==> src/rtl/muldiv_execute_ctrl.sv <==
// Multi-cycle radix-2 multiply/divide sequencer with architectural HI/LO registers.
// Optional macro MULDIV_EARLY_TERM_EN: multiply exits CALC once the remaining multiplier is zero.
module muldiv_execute_ctrl #(
   parameter int LEN    = 32,
   parameter int NB_CNT = 6
) (
   input  logic           i_clk,
   input  logic           i_rst,
   input  logic           i_start,
   input  logic [1:0]     i_op,
   input  logic [LEN-1:0] i_dato_a,
   input  logic [LEN-1:0] i_dato_b,
   input  logic           i_flush,
   output logic           o_busy,
   output logic           o_done,
   output logic           o_div_by_zero,
   output logic [LEN-1:0] o_hi,
   output logic [LEN-1:0] o_lo
);

   typedef enum logic [1:0] {IDLE, CALC, DONE} state_t;

   state_t              state, state_nx;
   logic [NB_CNT-1:0]   cnt;
   logic                is_div, sign_a, sign_b, dbz;
   logic [2*LEN-1:0]    opnd;   // shifted multiplicand (mul) or divisor in low bits (div)
   logic [LEN-1:0]      shreg;  // multiplier (mul) or dividend shifting into quotient (div)
   logic [2*LEN-1:0]    acc;    // product (mul) or remainder in low bits (div)

   logic                sa, sb, divzero_case, accept, last, q_bit;
   logic [LEN-1:0]      abs_a, abs_b, rem_nx, quot_nx, quot_f, rem_f;
   logic [LEN:0]        rem_sh, rem_diff;
   logic [2*LEN-1:0]    mul_acc_nx, prod;

   assign sa           = i_op[0] & i_dato_a[LEN-1];
   assign sb           = i_op[0] & i_dato_b[LEN-1];
   assign abs_a        = sa ? -i_dato_a : i_dato_a;
   assign abs_b        = sb ? -i_dato_b : i_dato_b;
   assign divzero_case = i_op[1] & (i_dato_b == '0);
   assign accept       = ((state == IDLE) || (state == DONE)) & i_start & ~i_flush;

   // One iteration of shift-add multiply and restoring divide.
   assign mul_acc_nx = acc + (shreg[0] ? opnd : '0);
   assign rem_sh     = {acc[LEN-1:0], shreg[LEN-1]};
   assign rem_diff   = rem_sh - {1'b0, opnd[LEN-1:0]};
   assign q_bit      = ~rem_diff[LEN];
   assign rem_nx     = q_bit ? rem_diff[LEN-1:0] : rem_sh[LEN-1:0];
   assign quot_nx    = {shreg[LEN-2:0], q_bit};

   assign prod   = (sign_a ^ sign_b) ? -mul_acc_nx : mul_acc_nx;
   assign quot_f = (sign_a ^ sign_b) ? -quot_nx : quot_nx;
   assign rem_f  = sign_a ? -rem_nx : rem_nx;

`ifdef MULDIV_EARLY_TERM_EN
   // Accumulating into a left-shifted multiplicand keeps the product aligned on early exit.
   assign last = (cnt == NB_CNT'(LEN-1)) | (~is_div & (shreg[LEN-1:1] == '0));
`else
   assign last = (cnt == NB_CNT'(LEN-1));
`endif

   always_ff @(posedge i_clk or posedge i_rst) begin
      if (i_rst) state <= IDLE;
      else       state <= state_nx;
   end

   always_comb begin
      state_nx = state;
      o_busy   = 1'b0;
      case (state)
         IDLE, DONE: begin
            state_nx = IDLE;
            if (accept) begin
               state_nx = divzero_case ? DONE : CALC;
               o_busy   = ~divzero_case;
            end
         end
         CALC: begin
            o_busy = 1'b1;
            if (i_flush)   state_nx = IDLE;
            else if (last) state_nx = DONE;
         end
         default: state_nx = IDLE;
      endcase
   end

   assign o_done        = (state == DONE);
   assign o_div_by_zero = dbz;

   always_ff @(posedge i_clk or posedge i_rst) begin
      if (i_rst) begin
         cnt    <= '0;
         is_div <= 1'b0;
         sign_a <= 1'b0;
         sign_b <= 1'b0;
         dbz    <= 1'b0;
         opnd   <= '0;
         shreg  <= '0;
         acc    <= '0;
         o_hi   <= '0;
         o_lo   <= '0;
      end else begin
         case (state)
            IDLE, DONE: begin
               dbz <= 1'b0;
               if (accept) begin
                  if (divzero_case) begin
                     o_lo <= '1;
                     o_hi <= i_dato_a;
                     dbz  <= 1'b1;
                  end else begin
                     cnt    <= '0;
                     is_div <= i_op[1];
                     sign_a <= sa;
                     sign_b <= sb;
                     opnd   <= {{LEN{1'b0}}, (i_op[1] ? abs_b : abs_a)};
                     shreg  <= i_op[1] ? abs_a : abs_b;
                     acc    <= '0;
                  end
               end
            end
            CALC: begin
               if (!i_flush) begin
                  cnt <= cnt + 1'b1;
                  if (is_div) begin
                     acc   <= {{LEN{1'b0}}, rem_nx};
                     shreg <= quot_nx;
                  end else begin
                     acc   <= mul_acc_nx;
                     shreg <= shreg >> 1;
                     opnd  <= opnd << 1;
                  end
                  if (last) begin
                     if (is_div) begin
                        o_lo <= quot_f;
                        o_hi <= rem_f;
                     end else begin
                        o_lo <= prod[LEN-1:0];
                        o_hi <= prod[2*LEN-1:LEN];
                     end
                  end
               end
            end
            default: ;
         endcase
      end
   end

endmodule
==> config.mk <==
export PLATFORM = sky130hd
export DESIGN_NAME = muldiv_execute_ctrl
export DESIGN_NICKNAME = d
export VERILOG_FILES = /design/src/rtl/muldiv_execute_ctrl.sv
export SDC_FILE = /design/constraint.sdc
export NUM_CORES = 1
export LEC_CHECK = 0
export CAP_MARGIN = 20
export CORE_ASPECT_RATIO = 1.75
export CORE_MARGIN = 2
export CORE_UTILIZATION = 25
export CTS_CLUSTER_SIZE = 12
export DETAILED_ROUTE_END_ITERATION = 8
export DONT_BUFFER_PORTS = 1
export PLACE_DENSITY = 0.45
export REMOVE_ABC_BUFFERS = 1
export SLEW_MARGIN = 40
export SYNTH_ARGS = -nofsm -noshare
export SYNTH_HDL_FRONTEND = slang
export SYNTH_SLANG_ARGS = --single-unit
==> constraint.sdc <==
create_clock -name i_clk -period 10.49 [get_ports i_clk]
set_input_delay 2.098 -clock i_clk [delete_from_list [all_inputs] [get_ports i_clk]]
set_output_delay 2.098 -clock i_clk [all_outputs]
set_load 0.05 [all_outputs]
==> results_dict.tcl, run 1 <==
set metrics [dict create \
    synth_edf_count 0 \
    grt_usage 0.226 \
    post_dp_cell_area_um2 24900 \
    rows 149 \
    ctsResizeCount 0 \
    async_flop_share 1.00 \
    hold_start "opnd[63]" \
    power_mw 8.73 \
    tightest_slew_ns 0.953 \
    cp-start-kind "input pin" \
    fmax_ghz 0.142 \
    drt_iter0_drc 1860 \
    post_cts_buffers 0 \
    netlist_instances 3182 \
    die_h_um 412 \
    h-tree-depth 1 \
    yosysTopAreaCell "dfrtp_1" \
    critical_path_class "input pin to output port" \
    crit_arrival_ns 4.94 \
    yosysWarningCount 0 \
    cts-root-buf "clkbuf_16" \
    hp-class "register to register" \
    pre_cts_ws_ns 3.44 \
    status "finished clean" \
    slew_violations 0 \
    cp_max_fo 70 \
    place_congestion 0.953 \
    drt-wirelength-per-cell_um 26.5 \
    p_leak_nw 10.1 \
    hold_viol_final 0 \
    syn2layout_area_growth_pct 8.68 \
    grt_antenna_before_repair 8 \
    cts_buffers 28 \
    synth-seq-cells 236 \
    drive_gt1_frac 0.0627 \
    fin_tns_setup_ns 0 \
    synth.cells.most_frequent "nand2_1 (409), nor2_1 (303), a21oi_1 (281)" \
    whs_path_depth 2 \
    post_synth.cell_area_avg_um2 7.46 \
    reg2regPathDepth 21 \
    ys_top_cells_by_area "dfrtp_1 (25%), nand2_1 (6.5%), a21oi_1 (5.9%)" \
    irDropWorstVdd_uv 179 \
    period_share 0.671 \
    ant_nets 0 \
    drc 0 \
    drtPass1Iterations 6 \
    crit_start "i_dato_b[4]" \
    grt_pass1_wl_um 164000 \
    clk_path_buf_depth 3 \
    ys_types 116 \
    path_clk_slew_ns 0.06 \
    yosysMostFrequentCell "nand2_1" \
    dieArea_um2 97500 \
    dp_hpwl_um 90100 \
    reg2reg_from "shreg[31]" \
    powerDensity_nw_per_um2 338 \
    seq_area_frac_synth 0.249 \
    final_area_um2 25800 \
    fillCellCount 10381 \
    holdBufCountCts 0 \
    via_count 24277 \
    io_buffer_count 0 \
    core_um2 94100 \
    max-slew-margin-rel 0.361 \
    ioPinCount 137 \
    grt-ovfl-total 0 \
    final_net_count 3230 \
    critPathRequiredTime_ns 8.39 \
    end_kind "output port" \
    cts_tree "done" \
    grt_pass1_vias 23956 \
    die_w_um 237 \
    finalClockSkew_ns 0.0346 \
    synthesis.area_um2 23700 \
    setup_viol 0 \
    yosys.area.top_type_share 0.249 \
    setup_ws_ns 3.45 \
    max-cap-violations 0 \
    clk_latency_ns 0.65 \
    start_util 0.252 \
    layout_min_cycle_time_ns 7.04 \
    vias_per_cell 5.66 \
    rsz0062_at_grt "no" \
    grt_max_degree 97 \
    synth_top_flop_cell "dfrtp_1" \
    cts_sinks 236 \
    drt_wl_total_um 114000 \
]
-- layer usage --
metal | GRT usage | up-vias | share of wire
met5 | 0 | - | 0.00053
met4 | 0.160 | 8 | 0.080
met3 | 0.0373 | 272 | 0.055
met2 | 0.416 | 810 | 0.51
met1 | 0.233 | 11806 | 0.36
li1 | - | 11381 | -
-- where the power goes --
group          internal, mW  total, mW  switching [mW]
sequential             1.10       1.46           0.364
combinational          1.90       6.24            4.34
clock                 0.539       1.02           0.480
-- critical path: stages --
cell and delay, ns:
or3_1 0.42, or3_1 0.37, nor3_1 0.19, buf_4 0.21
and2_1 0.19, nand2_1 0.06, nor2_1 0.12, nand2_1 0.18
nand2_4 0.58, nand2_1 0.49
-- area by class of cell --
class	count	area (um2)	area share
diodes	1	2.50	0.0000970
clock buffers	44	821	0.0318
inverters	76	293	0.0114
clock inverters	7	71.3	0.00276
flip-flops and latches	236	5910	0.229
multi-input cells	2672	16800	0.653
well taps	1208	1510	0.0586
repair buffers	43	335	0.0130
-- final timing paths --
check                                end  slack (ns)
worst max register to register  o_hi[28]        4.30
worst max-delay path              o_busy        3.45
max in group asynchronous       opnd[40]        7.40
min in group asynchronous         cnt[0]        1.39
worst min-delay path            opnd[63]        0.49
worst min register to register  opnd[63]        0.49
-- logic make-up after synthesis --
kind of cell	synth area share
simple gates	0.251
compound gates	0.279
buf+inv	0.0464
flops	0.249
xor+xnor	0.0805
fa+ha+maj	0.0549
mux	0.0392
-- cells in the final DEF (no fill, tap or decap), types with 33 or more instances in the layout --
master	instances
a211oi_1	69
nand4_1	43
nor3_1	83
nor2_1	301
nand3_1	66
inv_1	72
xor2_1	92
mux2i_1	84
dfrtp_1	235
and2_1	85
xnor2_1	120
buf_4	38
nand2_1	406
ha_1	101
a21oi_1	281
and3_1	33
a31oi_1	54
o21ai_0	257
or3_1	41
-- registers in the layout, indices dropped and copies added (netlist names) --
name / flops
o_hi: 32
sign_b: 1
sign_a: 1
acc: 64
cnt: 6
opnd: 64
state: 2
is_div: 1
shreg: 32
o_lo: 32
o_div_by_zero: 1
-- metrics by stage --
stage / hold WS (ns) / std cells / utilization
3_3_place_gp: 0.468 / 4234 / 0.264
3_5_place_dp: 0.475 / 4234 / 0.264
2_1_floorplan: 0.450 / 2984 / -
6_report: 0.487 / 4287 / 0.274
5_1_grt: 0.513 / 4286 / 0.274
4_1_cts: 0.491 / 4285 / 0.274
Power figures use the tool's default switching activity.
==> run 2: changes to the inputs <==
--- a/config.mk
+++ b/config.mk
@@ -12,7 +12,7 @@
 export CTS_CLUSTER_SIZE = 12
 export DETAILED_ROUTE_END_ITERATION = 8
 export DONT_BUFFER_PORTS = 1
-export PLACE_DENSITY = 0.45
+export PLACE_DENSITY = 0.47
 export REMOVE_ABC_BUFFERS = 1
 export SLEW_MARGIN = 40
 export SYNTH_ARGS = -nofsm -noshare
==> constraint.sdc (replaced) <==
create_clock -name i_clk -period 6.07 [get_ports i_clk]
set_input_delay 1.214 -clock i_clk [delete_from_list [all_inputs] [get_ports i_clk]]
set_output_delay 1.214 -clock i_clk [all_outputs]
set_load 0.05 [all_outputs]
==> results_dict.tcl, run 2 (synthesis gave the netlist of run 1 again) <==
set metrics [dict create \
    status "finished clean" \
    vias_per_cell 5.68 \
    wl_met3_um 6660 \
    powerDensity_nw_per_um2 591 \
    grt_usage 0.232 \
    critical_path_class "register to register" \
    wl_met1_um 41600 \
    drive_gt1_frac 0.0772 \
    via_count 24603 \
    final_util 0.279 \
    cts_tree "done" \
    hp-class "input pin to asynchronous set/reset pin" \
    rsz0062_at_grt "no" \
    met2WireLength_um 58000 \
    layout_min_cycle_time_ns 5.42 \
    dieArea_um2 97500 \
    setup_viol 0 \
    grt_max_degree 136 \
    h-tree-depth 1 \
    grt-ovfl-total 0 \
    die_w_um 237 \
    post_cts_buffers 0 \
    timing.rr.end "o_hi[10]" \
    cp_max_fo 33 \
    dp_hpwl_um 92200 \
    slew_violations 0 \
    ioPinCount 137 \
    holdBufCountCts 0 \
    hold_viol_final 0 \
    reg2regPathDepth 16 \
    critPathRequiredTime_ns 6.56 \
    r2r_slack_ns 0.65 \
    reg2reg_from "shreg[0]" \
    ant_nets 0 \
    final_common_cell "nand2_1" \
    max-slew-margin-rel 0.403 \
    top_regs "acc (64), opnd (64)" \
    period_share 0.893 \
    rows 149 \
    cts_buffers 29 \
    drt-wirelength-per-cell_um 26.7 \
    ctsResizeCount 0 \
    drtPass1Iterations 7 \
    io_buffer_count 0 \
    drt_iter0_drc 1841 \
    grt_antenna_before_repair 3 \
    syn2layout_area_growth_pct 10.8 \
    max-cap-violations 0 \
    clk_latency_ns 0.65 \
    clk_path_buf_depth 3 \
    die_h_um 412 \
    path_clk_slew_ns 0.06 \
    finalNonFillerCells 4332 \
    start_util 0.252 \
    most-common-layout-cells "nand2_1 (407), nor2_1 (300), a21oi_1 (281), o21ai_0 (257), dfrtp_1 (235)" \
    fillCellCount 10349 \
    tightest_slew_ns 0.890 \
    fmax_ghz 0.184 \
    finalClockSkew_ns 0.0347 \
    cts-root-buf "clkbuf_16" \
    place_congestion 0.995 \
    dr.max_layer_used "met5" \
    p_leak_nw 10.4 \
    grt_pass1_vias 24662 \
    cts_sinks 236 \
    drc 0 \
    irDropWorstVdd_uv 279 \
    end_kind "register" \
    cp-start-kind "register" \
    dp_cells 4276 \
    core_um2 94100 \
    grt_pass1_wl_um 168000 \
    crit_arrival_ns 5.92 \
    final_net_count 3272 \
    drt_wl_total_um 116000 \
]
## run 2: worst max path at each step
stage	startpoint	slack [ns]	to
after floorplan	state[0]	-2.35	o_busy
after global placement	opnd[13]	0.60	o_lo[28]
after detailed placement	opnd[13]	0.71	o_lo[28]
after CTS	shreg[31]	0.64	o_lo[28]
after global routing	opnd[13]	0.12	o_lo[30]
final	shreg[0]	0.65	o_hi[10]
## run 2: layer usage
| layer | vias up | track usage |
|---|---|---|
| met5 | - | 0 |
| met4 | 2 | 0.162 |
| met3 | 286 | 0.0348 |
| met2 | 862 | 0.416 |
| met1 | 11972 | 0.250 |
| li1 | 11481 | - |
## run 2: cell type report
cell class,count,area (um2),share of cell area
diodes,2,5.00,0.000190
clock buffers,40,857,0.0326
clock inverters,14,176,0.00671
inverters,76,293,0.0111
multi-input cells,2672,16800,0.640
flip-flops and latches,236,5910,0.225
well taps,1208,1510,0.0575
repair buffers,84,718,0.0273
## run 2: power by group
group / internal, mW / switching [mW] / leakage [nW]
registers: 1.90 / 0.601 / 3.03
logic: 3.46 / 7.61 / 6.86
clock network: 1.12 / 0.843 / 0.509
total: 6.48 / 9.05 / 10.4
## run 2: critical path, stage by stage (launching register included)
cell	delay, ns
dfrtp_1	0.38
inv_1	0.09
buf_12	0.22
nor2_1	0.08
ha_1	0.50
nand4_1	0.40
nor4_1	0.58
a32o_1	0.24
or2_0	0.19
o21ai_0	0.14
a222oi_1	0.44
nand4_1	0.21
nor2b_1	0.41
and4_1	0.33
nor4_1	0.11
a211oi_1	0.76
o21ai_0	0.15
## run 2: per-stage QoR
stage | cell area (um2) | TNS (ns) | hold WS [ns] | power [mW] | setup WS [ns]
after floorplan | 22900 | -590.27 | 0.450 | 9.16 | -2.35
final | 26300 | 0 | 0.451 | 15.5 | 0.647
after detailed placement | 25300 | 0 | 0.472 | 13.4 | 0.709
after global routing | 26300 | 0 | 0.485 | 16.4 | 0.115
after CTS | 26300 | 0 | 0.469 | 15.5 | 0.642
after global placement | 25200 | 0 | 0.467 | 13.4 | 0.602
